==> config.mk <==
export PLATFORM = sky130hd
export DESIGN_NAME = adc_sequencer
export DESIGN_NICKNAME = d
export VERILOG_FILES = /design/src/rtl/adc_sequencer.sv
export SDC_FILE = /design/constraint.sdc
export NUM_CORES = 1
export LEC_CHECK = 0
export ABC_AREA = 1
export CAP_MARGIN = 20
export CORE_ASPECT_RATIO = 0.5
export CORE_MARGIN = 10
export CORE_UTILIZATION = 30
export CTS_CLUSTER_SIZE = 14
export DETAILED_ROUTE_END_ITERATION = 6
export PLACE_DENSITY = 0.62
export SLEW_MARGIN = 20
export SYNTH_ARGS = -nofsm -noshare
export SYNTH_HDL_FRONTEND = slang
export SYNTH_SLANG_ARGS = --single-unit
export TNS_END_PERCENT = 30
==> constraint.sdc <==
create_clock -name clk -period 4.4 [get_ports clk]
set_input_delay 0.66 -clock clk [delete_from_list [all_inputs] [get_ports clk]]
set_output_delay 0.66 -clock clk [all_outputs]
set_load 0.05 [all_outputs]
==> src/rtl/adc_sequencer.sv <==
// Conversion sequencer for the ramp ADC handler: enable/finish handshake, valid/ready result, sticky errors.
// Optional group averaging of 2^OS_LOG2 conversions per result under `define ADC_SEQUENCER_OVERSAMPLE_EN.
module adc_sequencer #(
    parameter int unsigned DATA_W         = 8,
    parameter int unsigned TIMEOUT_CYCLES = 512,
    parameter int unsigned RECOVER_CYCLES = 4
`ifdef ADC_SEQUENCER_OVERSAMPLE_EN
    ,
    parameter int unsigned OS_LOG2        = 2
`endif
) (
    input  logic              clk,
    input  logic              reset,
    input  logic              start,
    input  logic              continuous,
    input  logic              clear_err,
    output logic              adc_enable,
    input  logic              adc_finished,
    input  logic [DATA_W-1:0] adc_data,
    output logic [DATA_W-1:0] result_data,
    output logic              result_valid,
    input  logic              result_ready,
    output logic              busy,
    output logic              timeout,
    output logic              overrun
);

    localparam int unsigned CNT_W = (TIMEOUT_CYCLES > 1) ? $clog2(TIMEOUT_CYCLES) : 1;
    localparam int unsigned REC_W = $clog2(RECOVER_CYCLES + 1);
    localparam logic [CNT_W-1:0] CNT_LAST = CNT_W'(TIMEOUT_CYCLES - 1);
    localparam logic [REC_W-1:0] REC_LAST = REC_W'(RECOVER_CYCLES - 1);

    typedef enum logic [1:0] {
        S_IDLE,
        S_CONVERT,
        S_RECOVER
    } state_t;

    state_t            state;
    logic [CNT_W-1:0]  cyc_cnt;
    logic [REC_W-1:0]  rec_cnt;

    logic              got_sample;
    logic              conv_tmo;
    logic              rec_done;
    logic              xfer;
    logic              capture;
    logic [DATA_W-1:0] cap_data;
    logic              stay_in_group;

    // A finished flag in the timeout cycle still counts as a good capture.
    assign got_sample = (state == S_CONVERT) && adc_finished;
    assign conv_tmo   = (state == S_CONVERT) && !adc_finished && (cyc_cnt == CNT_LAST);
    assign rec_done   = (state == S_RECOVER) && (rec_cnt == REC_LAST) && !adc_finished;
    assign xfer       = result_valid && result_ready;

`ifdef ADC_SEQUENCER_OVERSAMPLE_EN
    localparam int unsigned ACC_W = DATA_W + OS_LOG2;
    localparam int unsigned GRP_W = (OS_LOG2 > 0) ? OS_LOG2 : 1;
    localparam logic [GRP_W-1:0] GRP_LAST = GRP_W'((1 << OS_LOG2) - 1);

    logic [ACC_W-1:0] acc;
    logic [ACC_W-1:0] acc_sum;
    logic [GRP_W-1:0] grp_cnt;
    logic             group_end;

    assign acc_sum       = acc + ACC_W'(adc_data);
    assign group_end     = (grp_cnt == GRP_LAST);
    assign capture       = got_sample && group_end;
    assign cap_data      = DATA_W'(acc_sum >> OS_LOG2);
    assign stay_in_group = (grp_cnt != '0);

    // Group accumulator; a timeout throws away the partial group.
    always_ff @(posedge clk or negedge reset) begin
        if (!reset) begin
            acc     <= '0;
            grp_cnt <= '0;
        end else if (conv_tmo || capture) begin
            acc     <= '0;
            grp_cnt <= '0;
        end else if (got_sample) begin
            acc     <= acc_sum;
            grp_cnt <= grp_cnt + GRP_W'(1);
        end
    end
`else
    assign capture       = got_sample;
    assign cap_data      = adc_data;
    assign stay_in_group = 1'b0;
`endif

    always_ff @(posedge clk or negedge reset) begin
        if (!reset) begin
            state        <= S_IDLE;
            cyc_cnt      <= '0;
            rec_cnt      <= '0;
            adc_enable   <= 1'b0;
            busy         <= 1'b0;
            result_data  <= '0;
            result_valid <= 1'b0;
            timeout      <= 1'b0;
            overrun      <= 1'b0;
        end else begin
            case (state)
                S_IDLE: begin
                    if (start) begin
                        state      <= S_CONVERT;
                        adc_enable <= 1'b1;
                        busy       <= 1'b1;
                        cyc_cnt    <= '0;
                    end
                end
                S_CONVERT: begin
                    if (got_sample || conv_tmo) begin
                        state      <= S_RECOVER;
                        adc_enable <= 1'b0;
                        rec_cnt    <= '0;
                    end else begin
                        cyc_cnt <= cyc_cnt + CNT_W'(1);
                    end
                end
                S_RECOVER: begin
                    if (rec_done) begin
                        if (continuous || stay_in_group) begin
                            state      <= S_CONVERT;
                            adc_enable <= 1'b1;
                            cyc_cnt    <= '0;
                        end else begin
                            state <= S_IDLE;
                            busy  <= 1'b0;
                        end
                    end else if (rec_cnt != REC_LAST) begin
                        rec_cnt <= rec_cnt + REC_W'(1);
                    end
                end
                default: begin
                    state      <= S_IDLE;
                    adc_enable <= 1'b0;
                    busy       <= 1'b0;
                end
            endcase

            // Result slot: a new capture beats a same-cycle transfer.
            if (capture) begin
                result_data  <= cap_data;
                result_valid <= 1'b1;
            end else if (xfer) begin
                result_valid <= 1'b0;
            end

            if (conv_tmo) begin
                timeout <= 1'b1;
            end else if (clear_err) begin
                timeout <= 1'b0;
            end

            if (capture && result_valid && !result_ready) begin
                overrun <= 1'b1;
            end else if (clear_err) begin
                overrun <= 1'b0;
            end
        end
    end

endmodule

# [After elaboration in Yosys (flattened, before gate mapping)]
# Index checks and enable logic that the tools add are counted.
[op_classes] add_sub_neg=2 eq_ne=13 n_mux=27 bitwise_logic=1 reduce_logical=22
[op_table] cell="$mux W9" n=4
[op_table] cell="$pmux W9 S3" n=1
[op_table] cell="$mux W1" n=12
[op_table] cell="$ne A2 B2 Y1 const B" n=6
[op_table] cell="$reduce_and A4 Y1" n=3
[op_table] cell="$add A9 B1 Y9 const B" n=1
[op_table] cell="$eq A9 B9 Y1 const B" n=1
[op_table] cell="$mux W3" n=3
[op_table] cell="$logic_and A1 B1 Y1" n=8
[op_table] cell="$reduce_bool A2 Y1" n=4
[op_table] cell="$mux W2" n=3
[op_table] cell="$pmux W1 S3" n=2
[op_table] cell="$pmux W2 S3" n=1
[op_table] cell="$pmux W3 S2" n=1
[op_table] cell="$reduce_and A5 Y1" n=1
[op_table] cell="$ne A2 B1 Y1 const B" n=2
[op_table] cell="$add A3 B1 Y3 const B" n=1
[op_table] cell="$eq A3 B2 Y1 const B" n=1
[op_table] cell="$ne A3 B2 Y1 const B" n=1
[op_table] cell="$reduce_and A3 Y1" n=1
[op_table] cell="$reduce_bool A3 Y1" n=1
[op_table] cell="$eq A2 B1 Y1 const B" n=1
[op_table] cell="$eq A2 B2 Y1 const B" n=1
[op_table] cell="$logic_not A1 Y1" n=2
[op_table] cell="other kinds (3)" n=3
[word_totals] regBits=27 input_bits=15 output_inout_bits=13 elab_cells=74

# [Logic depth before layout (Yosys ltp)]
[depth] depth_word=6 depth_mapped=11 mapped_depth_nobuf=11

# [Worst setup path after synthesis]
# No wires, ideal clock.
[synth_path] path_kind="reg2reg" startpoint="reg cyc_cnt[0]" endpoint="reg cyc_cnt[5]" setup_ps=118 arrival_ps=1616 required_ps=4282 setup_slack_ps=2666 path_stages_with_launch=12 path_buffers=1 period_less_slack_ps=1734 cell_sequence="dfrtp_1 -> ha_1 -> nand2_1 -> nor2_1 -> nand3_1 -> nor2_1 -> ha_1 -> o21ai_4 -> nand4_4 -> buf_6 -> nand2_1 -> o21ai_2"
[synth_via] elab_chain_cells=5 word_cells_on_any_way=8 cone_classes="add/sub: 1; eq/ne: 2; mux: 2; reduce/logical: 3"
[synth_rtl] item="start, declared" line_no="40" text="logic [CNT_W-1:0] cyc_cnt;"
[synth_rtl] item="start signal, assigned" line_no="119" text="cyc_cnt <= cyc_cnt + CNT_W'(1);"
[synth_rtl] item="branches (longest 5 deep; another with $add A9 B1 Y9)"
# Parallel ways; which one is timed is not known. The select of a mux whose other input is x is not followed.
# A chain may end at the register's enable or synchronous reset.

# [Worst setup path after layout]
[layout_path] startpoint="reg result_data[7]" endpoint="out result_data[7]"
[layout_rtl] item="start, declared" line_no="20" text="output logic [DATA_W-1:0] result_data,"
[layout_rtl] item="start signal, assigned" line_no="145" text="result_data <= cap_data;"
# No word-level cell between the ends.

==> results.yml <==
status:
  outcome: "finished, final reports clean"
power_and_ir_drop:
  power_mw: 1.12
  seq_power_share_pct: 34.9
  peakVddDrop_v: 0.000376
  netSwitchingFraction_pct: 47.8
  p_leak_nw: 0.861
  p_comb_share_pct: 52.8
  netSwitchingPower_uw: 534
  internal_power_uw: 583
  power.density_nw_per_um2: 645
  pwr-share-clk_pct: 12.3
synth:
  synth_most_common_cell: "nand2_1"
  yosysTopAreaCell: "dfrtp_1"
  syn_area_um2: 1350
  synthCells: 167
  synth-seq-cells: 27
  yosysWarnings: 0
  netlist-cell-type-count: 21
  netlist.area_leader.share_pct: 50.0
  avgSynthCellArea_um2: 8.08
  synth-edff-count: 0
  synth_common_cells: "nand2_1, dfrtp_1, inv_1, nand3_1, nor2_1"
  syn-num-nets: 186
  synth-async-reset-ratio_pct: 100
  synthTopCellsByArea: "dfrtp_1, nand2_1, inv_1"
  synthFlopType: "dfrtp_1"
  seq_area_frac_synth_pct: 50.0
worst_setup_path:
  worstPathMaxFanout: 2
  critPathMaxStageDelay_ns: 0.81
  crit_path_end_kind: "output port"
  timing.rr.start: "cyc_cnt[0]"
  crit_arrival_ns: 1.45
  crit_buf_inv: 1
  slowest_stage: "clkdlybuf4s50_1"
  cp_top_family: "buffers and inverters"
  cp-start-kind: "flip-flop"
  required_ns: 3.74
  worstSetupPathType: "reg2out"
  crit_chain: "clkdlybuf4s50_1"
  startpoint: "result_data[7]"
sta:
  rsz0062_at_grt: "no"
  setup_viol: 0
  finalCriticalPeriod_ns: 2.11
  fmax_mhz: 475
  worst_pin_slew_ns: 0.517
  finalWorstSetupSlack_ns: 2.29
  hold_viol_final: 0
  finalMaxSlewViolations: 0
  fin_tns_setup_ns: 0
  fin_crit_sh_pct: 47.9
  clock_skew_ns: 0.00258
  timing.slew.headroom_pct: 65.4
layout:
  final_util_pct: 39.7
  fin_nets: 218
  drive_gt1_share_pct: 8.59
  diodes: 0
  design_area_um2: 1730
  fillers: 426
  areaGrowthSynthToFinish_pct: 28.4
placement:
  gp_congestion: 0.800
  dp_hpwl_um: 2220
  pre_cts_slack_ns: 2.29
  placed_area_um2: 1690
  portBuffers: 27
floorplan:
  io_pins: 28
  die_area_um2: 7750
  rows: 17
  fp.dieH_um: 67.4
  fp.dieW_um: 115
  core_um2: 4360
  start_util_pct: 31.0
detailed_routing:
  drt.antenna.violating_nets: 0
  vias_per_cell: 4.26
  drt_iter0_drc: 46
  drt_pass1_iterations: 4
  via_count: 1087
  routed_wl_um: 2810
  drcViolationCount: 0
  wl_per_cell_um: 11.0
global_routing:
  first_global_vias: 1050
  gr-total-overflow: 0
  antenna_found_initial: 0
  grt_pass1_wl_um: 4860
  grt_max_degree: 18
  grt_usage_pct: 7.60
clocking:
  cts_tree: "yes"
  numCtsBuffers: 3
  insertion_delay_ns: 0.26
  clk_path_buf_depth: 2
  cts_htree_levels: 1
  root_buffer: "clkbuf_8"
  cts_resized: 0
  clkSinkCount: 27
  postCtsSetupRepairBufs: 0
  clk_pin_slew_ns: 0.09
  hold_buffers: 0
min_path:
  hp-start: "busy"
  hp-class: "reg2reg"
run:
  drv_cap: 0
==> placed cells by master (no fill, tap or decap), types with 2 or more instances in the layout <==
cell type / n
nand2_1: 72
dfrtp_1: 27
clkdlybuf4s50_1: 27
inv_1: 19
nand3_1: 14
nor2_1: 6
o21ai_0: 4
ha_1: 4
inv_2: 3
o21ai_2: 3
clkbuf_8: 3
nor2_2: 2
o22ai_1: 2
nor3_1: 2
==> final timing paths <==
kind                             endpoint  slack [ns]  cells past startpoint
setup / recovery           result_data[7]        2.29                      1
hold / removal                       busy        0.48                      2
setup reg to reg               cyc_cnt[0]        2.44                     10
hold reg to reg                      busy        0.48                      2
max in group asynchronous      cyc_cnt[0]        3.07                      2
min in group asynchronous        state[0]        0.73                      1
==> layer usage <==
layer | up-vias | part of all wire [%] | track usage [%]
met5 | - | 0 | 0
met2 | 11 | 50 | 14.0
li1 | 584 | - | -
met3 | 2 | 3.9 | 2.48
met1 | 490 | 45 | 8.63
met4 | 0 | 0.60 | 1.38
==> cells by family after synthesis <==
group / count (synthesis) / synth area share (%)
compound gates: 11 / 5.93
xor+xnor: 1 / 0.649
fa+ha+maj: 4 / 3.71
buf+inv: 23 / 6.95
flops: 27 / 50.0
simple gates: 101 / 32.7
==> stage by stage <==
step | instances | hold slack, ns
4_1_cts | 255 | 0.488
3_3_place_gp | 251 | 0.457
3_5_place_dp | 251 | 0.464
2_1_floorplan | 167 | 0.364
6_report | 255 | 0.480
5_1_grt | 255 | 0.503
==> registers in the layout (all words and copies together), names as in the netlist <==
signal	count
overrun	1
adc_enable	1
busy	1
rec_cnt	3
result_data	8
timeout	1
result_valid	1
cyc_cnt	9
state	2
==> power by group through the flow <==
stage	registers [mW]	logic [mW]	clock network [mW]
after floorplan	0.559	0.258	0
after global placement	0.393	0.592	0
after detailed placement	0.393	0.600	0
after CTS	0.391	0.601	0.144
after global routing	0.404	0.647	0.154
final	0.390	0.590	0.137
==> cell type report <==
type | instances | area, um^2 | area share, %
Sequential cell | 27 | 676 | 39.0
Multi-Input combinational cell | 117 | 581 | 33.5
Timing Repair Buffer | 28 | 278 | 16.0
Inverter | 22 | 82.6 | 4.77
Tap cell | 57 | 71.3 | 4.12
Clock buffer | 4 | 45.0 | 2.60
No activity file was read; power rests on OpenSTA's default activity.
